==> config.mk <==
export PLATFORM = sky130hd
export DESIGN_NAME = branch_resolve_unit
export DESIGN_NICKNAME = d
export VERILOG_FILES = /design/src/rtl/core_pkg.sv /design/src/rtl/bht_2bit.sv /design/src/rtl/branch_resolve_unit.sv
export SDC_FILE = /design/constraint.sdc
export NUM_CORES = 1
export LEC_CHECK = 0
export ABC_AREA = 1
export CAP_MARGIN = 20
export CORE_UTILIZATION = 55
export CTS_CLUSTER_SIZE = 12
export DETAILED_ROUTE_END_ITERATION = 12
export PLACE_DENSITY_LB_ADDON = 0.2
export SYNTH_ARGS = -nofsm -noshare
export SYNTH_HDL_FRONTEND = slang
export SYNTH_SLANG_ARGS = --single-unit
==> constraint.sdc <==
create_clock -name clk -period 2.6 [get_ports clk]
set_input_delay 0.52 -clock clk [delete_from_list [all_inputs] [get_ports clk]]
set_output_delay 0.52 -clock clk [all_outputs]
set_load 0.02 [all_outputs]
==> src/rtl/core_pkg.sv <==
// core_pkg: shared branch funct3 encodings, BHT counter type and the taken decode.
package core_pkg;

    localparam logic [2:0] F3_BEQ  = 3'b000;
    localparam logic [2:0] F3_BNE  = 3'b001;
    localparam logic [2:0] F3_BLT  = 3'b100;
    localparam logic [2:0] F3_BGE  = 3'b101;
    localparam logic [2:0] F3_BLTU = 3'b110;
    localparam logic [2:0] F3_BGEU = 3'b111;

    typedef logic [1:0] bht_ctr_t;

    localparam bht_ctr_t BHT_RESET = 2'b01;

    // funct3 bit0 inverts the base test; 010/011 are not branches and resolve not taken
    function automatic logic branch_taken(input logic [2:0] f3, input logic less, input logic equal);
        return f3[2] ? (less ^ f3[0]) : (f3[1] ? 1'b0 : (equal ^ f3[0]));
    endfunction

    function automatic logic branch_illegal(input logic [2:0] f3);
        return f3 == 3'b010 || f3 == 3'b011;
    endfunction

endpackage

==> src/rtl/bht_2bit.sv <==
// bht_2bit: array of 2-bit saturating direction counters.
//   clk, rst_n        clock, async active-low reset (all counters to BHT_RESET)
//   rd_idx / rd_taken combinational lookup, returns counter MSB
//   wr_en, wr_idx     update strobe and index
//   wr_taken          1 = count up, 0 = count down (both saturate)
module bht_2bit
    import core_pkg::*;
#(
    parameter int ENTRIES = 64,
    localparam int IDX_W = $clog2(ENTRIES)
) (
    input  logic             clk,
    input  logic             rst_n,
    input  logic [IDX_W-1:0] rd_idx,
    output logic             rd_taken,
    input  logic             wr_en,
    input  logic [IDX_W-1:0] wr_idx,
    input  logic             wr_taken
);

    bht_ctr_t ctr [ENTRIES];
    bht_ctr_t cur;

    // reads see the stored value; a same-cycle write lands only at the edge
    assign rd_taken = ctr[rd_idx][1];
    assign cur = ctr[wr_idx];

    always_ff @(posedge clk or negedge rst_n) begin
        if (!rst_n) begin
            for (int i = 0; i < ENTRIES; i++) ctr[i] <= BHT_RESET;
        end else if (wr_en) begin
            ctr[wr_idx] <= wr_taken ? (cur == 2'b11 ? cur : cur + 2'd1)
                                    : (cur == 2'b00 ? cur : cur - 2'd1);
        end
    end

endmodule

==> src/rtl/branch_resolve_unit.sv <==
// branch_resolve_unit: EX-stage branch/jump resolution, registered redirect, BHT and perf counters.
//   ex_*            EX instruction, its prediction and comparator flags (br_less/br_equal)
//   br_unsigned     comparator mode select, straight from funct3[1]
//   if_pc           IF lookup address -> if_pred_taken
//   redirect_valid/redirect_pc/flush   one-cycle registered redirect on mispredict
//   illegal_br      one-cycle pulse for a resolved branch with funct3 010/011
//   branch_cnt/mispred_cnt             resolved branches and branch mispredicts
module branch_resolve_unit
    import core_pkg::*;
#(
    parameter int BHT_ENTRIES = 64,
    parameter int CNT_W = 32
) (
    input  logic             clk,
    input  logic             rst_n,
    input  logic             ex_valid,
    input  logic             ex_stall,
    input  logic             ex_is_branch,
    input  logic             ex_is_jal,
    input  logic             ex_is_jalr,
    input  logic [2:0]       ex_funct3,
    input  logic [31:0]      ex_pc,
    input  logic [31:0]      ex_target,
    input  logic             ex_pred_taken,
    input  logic             br_less,
    input  logic             br_equal,
    output logic             br_unsigned,
    input  logic [31:0]      if_pc,
    output logic             if_pred_taken,
    output logic             redirect_valid,
    output logic [31:0]      redirect_pc,
    output logic             flush,
    output logic             illegal_br,
    output logic [CNT_W-1:0] branch_cnt,
    output logic [CNT_W-1:0] mispred_cnt
);

    localparam int IDX_W = $clog2(BHT_ENTRIES);

    logic        resolve, br_tk, br_ill, br_mis, jalr_only, taken, mispred;
    logic [31:0] target;
    logic        unused_pc;

    assign br_unsigned = ex_funct3[1];
    assign br_tk       = branch_taken(ex_funct3, br_less, br_equal);
    assign br_ill      = branch_illegal(ex_funct3);
    assign br_mis      = br_tk != ex_pred_taken;
    // the cycle after a redirect carries a wrong-path instruction; ignore it
    assign resolve     = ex_valid & !ex_stall & !redirect_valid & (ex_is_branch | ex_is_jal | ex_is_jalr);
    assign jalr_only   = ex_is_jalr & !ex_is_branch & !ex_is_jal;
    assign taken       = !ex_is_branch | br_tk;
    assign mispred     = ex_is_branch ? br_mis : (ex_is_jal ? !ex_pred_taken : 1'b1);
    assign target      = taken ? {ex_target[31:1], ex_target[0] & !jalr_only} : ex_pc + 32'd4;
    assign unused_pc   = ^{if_pc[31:IDX_W+2], if_pc[1:0]};

    bht_2bit #(.ENTRIES(BHT_ENTRIES)) u_bht (
        .clk      (clk),
        .rst_n    (rst_n),
        .rd_idx   (if_pc[IDX_W+1:2]),
        .rd_taken (if_pred_taken),
        .wr_en    (resolve & ex_is_branch & !br_ill),
        .wr_idx   (ex_pc[IDX_W+1:2]),
        .wr_taken (br_tk)
    );

    always_ff @(posedge clk or negedge rst_n) begin
        if (!rst_n) begin
            redirect_valid <= 1'b0;
            flush          <= 1'b0;
            illegal_br     <= 1'b0;
            redirect_pc    <= '0;
            branch_cnt     <= '0;
            mispred_cnt    <= '0;
        end else begin
            redirect_valid <= resolve & mispred;
            flush          <= resolve & mispred;
            illegal_br     <= resolve & ex_is_branch & br_ill;
            if (resolve & mispred) redirect_pc <= target;
            if (resolve & ex_is_branch) begin
                branch_cnt <= branch_cnt + CNT_W'(1);
                if (br_mis) mispred_cnt <= mispred_cnt + CNT_W'(1);
            end
        end
    end

endmodule

# ---- After elaboration in Yosys (flattened, before gate mapping)
# Cells that the tools add are included.
dict set report totals {
  regBits 226
  latch_bits 0
  ramBits 0
  romBits 0
  inputBits 109
  output_inout_bits 101
  elab_cells 126
  n_memories 0
}
dict set report op_classes {
  add_sub_neg 5
  multipliers 0
  div_mod_pow 0
  order_cmp 3
  n_eq_ne 4
  shifts 0
  mux 17
  bitwise_logic 17
  reduce_logical 11
}
# operator count
set ops {}
lappend ops {{$bwmux W128} 1}
lappend ops {{$add A32 B1 Y32 const B} 2}
lappend ops {{$add A32 B3 Y32 const B} 1}
lappend ops {{$mux W32} 1}
lappend ops {{$bmux W2 S6} 2}
lappend ops {{$mux W2} 8}
lappend ops {{$ge A7 B7 Y1 const B} 2}
lappend ops {{$not A6 Y7} 2}
lappend ops {{$demux W2 S6} 1}
lappend ops {{$and A1 B1 Y1} 10}
lappend ops {{$logic_not A1 Y1} 7}
lappend ops {{$lt A7 B1 Y1 const B} 1}
lappend ops {{$eq A3 B2 Y1 const B} 2}
lappend ops {{$mux W1} 4}
lappend ops {{$or A1 B1 Y1} 3}
lappend ops {{$add A2 B1 Y2 const B} 1}
lappend ops {{$eq A2 B2 Y1 const B} 1}
lappend ops {{$logic_not A2 Y1} 1}
lappend ops {{$reduce_and A2 Y1} 1}
lappend ops {{$sub A2 B1 Y2 const B} 1}
lappend ops {{$xor A1 B1 Y1} 2}
lappend ops {{$logic_and A1 B1 Y1} 1}
lappend ops {{$logic_or A1 B1 Y1} 1}
lappend ops {{$ne A1 B1 Y1} 1}

# ---- Longest topological paths before layout
dict set report depth {
  depth_word 8
  mapped_depth 15
  mapped_depth_nobuf 12
}

# ---- Modules after synthesis
# A second synthesis with hierarchy kept.
dict set report hier_totals {
  cells_unflattened 2305
  area_unflattened_um2 14551.5
}
# mod n_inst cells_per_inst area_per_inst_um2 seq_area_each_um2
set modules_own_cells {}
lappend modules_own_cells {bht_2bit 1 1208 7773.7 3283.1}
lappend modules_own_cells {branch_resolve_unit 1 1097 6777.8 2452.4}

# ---- Least setup slack after synthesis
# No wires, ideal clock.
dict set report synth_path {
  kind {in2out}
  from {input if_pc[3]}
  to {output if_pred_taken}
  arrival_ps 2018
  required_ps 2080
  setup_slack_ps 62
  path_stages 8
  path_buffers 2
  path_cell_list {clkbuf_1 > clkbuf_1 > o21ai_0 > o21ai_0 > nor2_1 > o21ai_0 > o21bai_1 > o21ai_0}
}
dict set report synth_via {
  elab_chain_cells 4
}
# item line_no
set synth_rtl {}
lappend synth_rtl {{start, declared} branch_resolve_unit.sv:28} ;# input logic [31:0] if_pc,
lappend synth_rtl {{$not A6 Y7 (not written as such)} bht_2bit.sv:25} ;# assign rd_taken = ctr[rd_idx][1];
lappend synth_rtl {{$bmux W2 S6} bht_2bit.sv:25}
lappend synth_rtl {{$mux W2 (not written as such) (2 in a row)} bht_2bit.sv:25}
lappend synth_rtl {{end, declared} branch_resolve_unit.sv:29} ;# output logic if_pred_taken,
# Every way passes these cells. The select of a mux whose other input is x is not followed.

# ---- Worst setup path after layout
dict set report layout_path {
  from {register u_bht.ctr[53] in the netlist's numbering}
  to {output if_pred_taken}
}
dict set report layout_via {
  elab_chain_cells 3
}
# item line_no
set layout_rtl {}
lappend layout_rtl {{start, declared} bht_2bit.sv:21} ;# bht_ctr_t ctr [ENTRIES];
lappend layout_rtl {{start signal, assigned by index} bht_2bit.sv:32} ;# ctr[wr_idx] <= wr_taken ? (cur == 2'b11 ? cur : cur + 2'd1)
lappend layout_rtl {{$bmux W2 S6} bht_2bit.sv:25}
lappend layout_rtl {{$mux W2 (not written as such) (2 in a row)} bht_2bit.sv:25}
# Every way passes these cells. The select of a mux whose other input is x is not followed.

==> flow_metrics.env <==
export IMPL_status="completed"
export IMPL_crit_path_frequent_cell="o21ai_0"
export IMPL_critPathKind="flop to output port"
export IMPL_grt_pass1_wl_mm=68.6
export IMPL_holdWs_ns=0.466
export IMPL_gp_congestion=0.939
export IMPL_setup_viol=0
export IMPL_synth_cell_types=39
export IMPL_ant_nets=0
export IMPL_combPwrFrac=0.219
export IMPL_r2r_start="flush"
export IMPL_synth_enable_flop_cells=0
export IMPL_fin_ws_ns=0.165
export IMPL_cts_max_level=1
export IMPL_yosysWarningCount=0
export IMPL_num_vias=13970
export IMPL_switching_power_mw=2.88
export IMPL_worst_pin_slew_ns=0.597
export IMPL_min_period_ns=2.43
export IMPL_synth_top_cells_by_area="dfrtp_1 (30%), nand2_1 (19%), dfstp_2 (12%)"
export IMPL_vdd_drop_max_mv=0.630
export IMPL_rows=57
export IMPL_synth_area_um2=13600
export IMPL_dp_slack_ns=-0.648
export IMPL_cp_depth=9
export IMPL_drc=0
export IMPL_worstPathRequired_ns=2.08
export IMPL_syn_to_final_growth_pct=27.2
export IMPL_synth_flop_cell="dfrtp_1"
export IMPL_finalPower_mw=9.65
export IMPL_antenna_found_initial=0
export IMPL_synth_nets=2083
export IMPL_nets=2332
export IMPL_grt_pass1_vias=13300
export IMPL_fin_skew_ns=0.0116
export IMPL_critPathSlowestCell="dfrtp_1"
export IMPL_totalWireLength_mm=42.1
export IMPL_placed_cells=2515
export IMPL_cts_tree="yes"
export IMPL_crit_start="u_bht.ctr[53]"
export IMPL_core_um2=24300
export IMPL_r2r_cells=11
export IMPL_overflow=0
export IMPL_critPathCapture="if_pred_taken"
export IMPL_swShare=0.298
export IMPL_timing_final_crit_share=0.936
export IMPL_reg2reg_slack_ns=0.44
export IMPL_avgRoutedWirePerCell_um=16.4
export IMPL_fin_setup_tns_ns=0
export IMPL_synth_area_leader_cell="dfrtp_1"
export IMPL_cellLeakagePower_nw=8.32
export IMPL_final_cell_count_no_fill=2563
export IMPL_clk_pin_slew_worst_paths_ns=0.06
export IMPL_power_density_nw_per_um2=556
export IMPL_chipHeight_um=160
export IMPL_cp_max_fo=3
export IMPL_async_reset_ff_frac=1.00
export IMPL_track_usage=0.334
export IMPL_drv_slew=0
export IMPL_hpwl_mm=31.1
export IMPL_max_clock_freq_ghz=0.411
export IMPL_root_buffer="clkbuf_16"
export IMPL_synth_top_area_share=0.297
export IMPL_die_area_um2=25400
export IMPL_ys_ff_latch=226
export IMPL_rr_endpoint="u_bht.ctr[9]"
export IMPL_firstDrtPassIters=8
export IMPL_clockBufferDepth=3
export IMPL_final_hold_violation_count=0
export IMPL_drtIter0Drc=1333
export IMPL_post_drt_via_cell_ratio=5.45
export IMPL_cts_made_buffers=25
export IMPL_hold_class="flop to flop"
export IMPL_relSlewSlack=0.599
export IMPL_start_kind="flop"
export IMPL_cap_violations=0
export IMPL_rsz0062_at_grt="false"
export IMPL_arrival_ns=1.91
export IMPL_cts_sinks=226
export IMPL_crit_family="compound AO/OA/AOI/OAI gates"
export IMPL_diodes=0
export IMPL_syn_area_per_cell_um2=6.92
export IMPL_drive_gt1_frac=0.110
export IMPL_io_pins=210
export IMPL_start_util=0.561
export IMPL_path_buf_inv=1
export IMPL_intPower_mw=6.78
export IMPL_synth_commonest_cells="nand2_1 (692), inv_1 (246), nor2_1 (188)"
export IMPL_syn_inst=1971
export IMPL_slowest_delay_ns=0.46
export IMPL_ys_seq_area_frac=0.420
export IMPL_insertion_delay_ns=0.53
export IMPL_clkPwrFrac=0.362
export IMPL_grt_max_degree=62
export IMPL_yosysMostFrequentCell="nand2_1"
export IMPL_io_buffer_count=183
export IMPL_pwr_share_seq=0.418
export IMPL_worstPathCellList="a21oi_1 -> o21ai_0 -> nand3_1 -> o21ai_0 -> a21oi_1 -> o21ai_0 -> nand3_1 -> o21ai_2 -> buf_4"
export IMPL_end_kind="output port"
export IMPL_fp_dieW_um=160
-- worst min-delay path, stage by stage, from the launching register on --
cell and delay, ns:
dfstp_2 0.37, nand2_1 0.05, nand2_1 0.04
-- worst min-delay path by stage --
stage	end	slack, ns	depth (start not counted)	start
final	u_bht.ctr[38]	0.47	2	u_bht.ctr[38]
after global routing	u_bht.ctr[26]	0.47	2	u_bht.ctr[26]
after CTS	u_bht.ctr[26]	0.47	2	u_bht.ctr[26]
after detailed placement	u_bht.ctr[26]	0.46	2	u_bht.ctr[26]
after global placement	u_bht.ctr[32]	0.45	2	u_bht.ctr[32]
after floorplan	branch_cnt[0]	0.22	0	rst_n
-- registers in the layout, summed over array words and instances, names as in the netlist --
register     flops
u_bht.ctr      128
illegal_br       1
branch_cnt      32
mispred_cnt     32
redirect_pc     32
flush            1
-- final cells by class --
class / count / area [um2]
fill: 1989 / 6960
multi-input combinational: 1421 / 6540
sequential: 226 / 5740
timing repair buffer: 292 / 2930
inverter: 254 / 953
clock buffer: 41 / 746
tap: 324 / 405
clock inverter: 5 / 53.8
-- per-stage QoR --
| stage | utilization | area [um2] |
|---|---|---|
| detailed placement | 0.679 | 16500 |
| finish | 0.714 | 17400 |
| global route | 0.714 | 17400 |
| global placement | 0.679 | 16500 |
| floorplan | - | 13600 |
| CTS | 0.714 | 17400 |
-- placed cells by master, fill, tap and decap left out, types with 4 or more instances in the layout --
master	Yosys	routed
o21ai_0	81	76
clkdlybuf4s50_1	0	178
clkbuf_8	0	6
inv_1	246	246
xor2_1	50	50
buf_12	0	21
or2_1	12	12
clkbuf_1	25	10
xnor2_1	22	22
o211ai_1	29	29
nor3_1	46	46
buf_4	21	87
nor4_1	9	9
nor2_1	188	188
dfrtp_1	162	162
or2_0	6	6
clkbuf_16	0	25
nand2_1	692	692
dfstp_2	64	64
a21oi_1	31	31
inv_2	7	7
o21ai_1	20	24
nand4_1	26	26
or2_2	14	14
nor3b_1	4	4
nand3_1	166	166
-- kinds of logic (layout without fill, tap and decap cells) --
| logic type | count (synthesis) | in the layout | share of synthesized area |
|---|---|---|---|
| and+or+nand+nor | 1175 | 1175 | 0.360 |
| xor gates and xnor gates | 72 | 72 | 0.0462 |
| adders and majority gates | 3 | 3 | 0.00275 |
| DFF | 226 | 226 | 0.420 |
| buffers and inverters | 324 | 592 | 0.101 |
| AOI/OAI and AO/OA | 171 | 171 | 0.0697 |
-- power groups by stage --
stage	Clock, mW	Combinational, mW	Sequential (mW)
floorplan	0	0.812	4.30
global placement	0	2.06	4.09
detailed placement	0	2.09	4.09
CTS	3.54	2.12	4.03
finish	3.50	2.12	4.04
global route	3.69	2.28	4.07
-- routing by layer --
metal | wire length [um] | share of wire | global-route usage
met1 | 17900 | 0.43 | 0.449
met2 | 19400 | 0.46 | 0.550
met3 | 3520 | 0.084 | 0.0508
met4 | 1260 | 0.030 | 0.115
met5 | 0 | 0 | 0
-- repair_timing --
action,4_1_cts,5_1_grt
pin swaps,0,1
resized for setup,8,10
setup endpoints to repair,1,121
cloned,1,0
hold buffers,1,0
buffers inserted,0,0
hold endpoints to repair,41,0
Note: power is estimated with default switching activity, not from simulation.
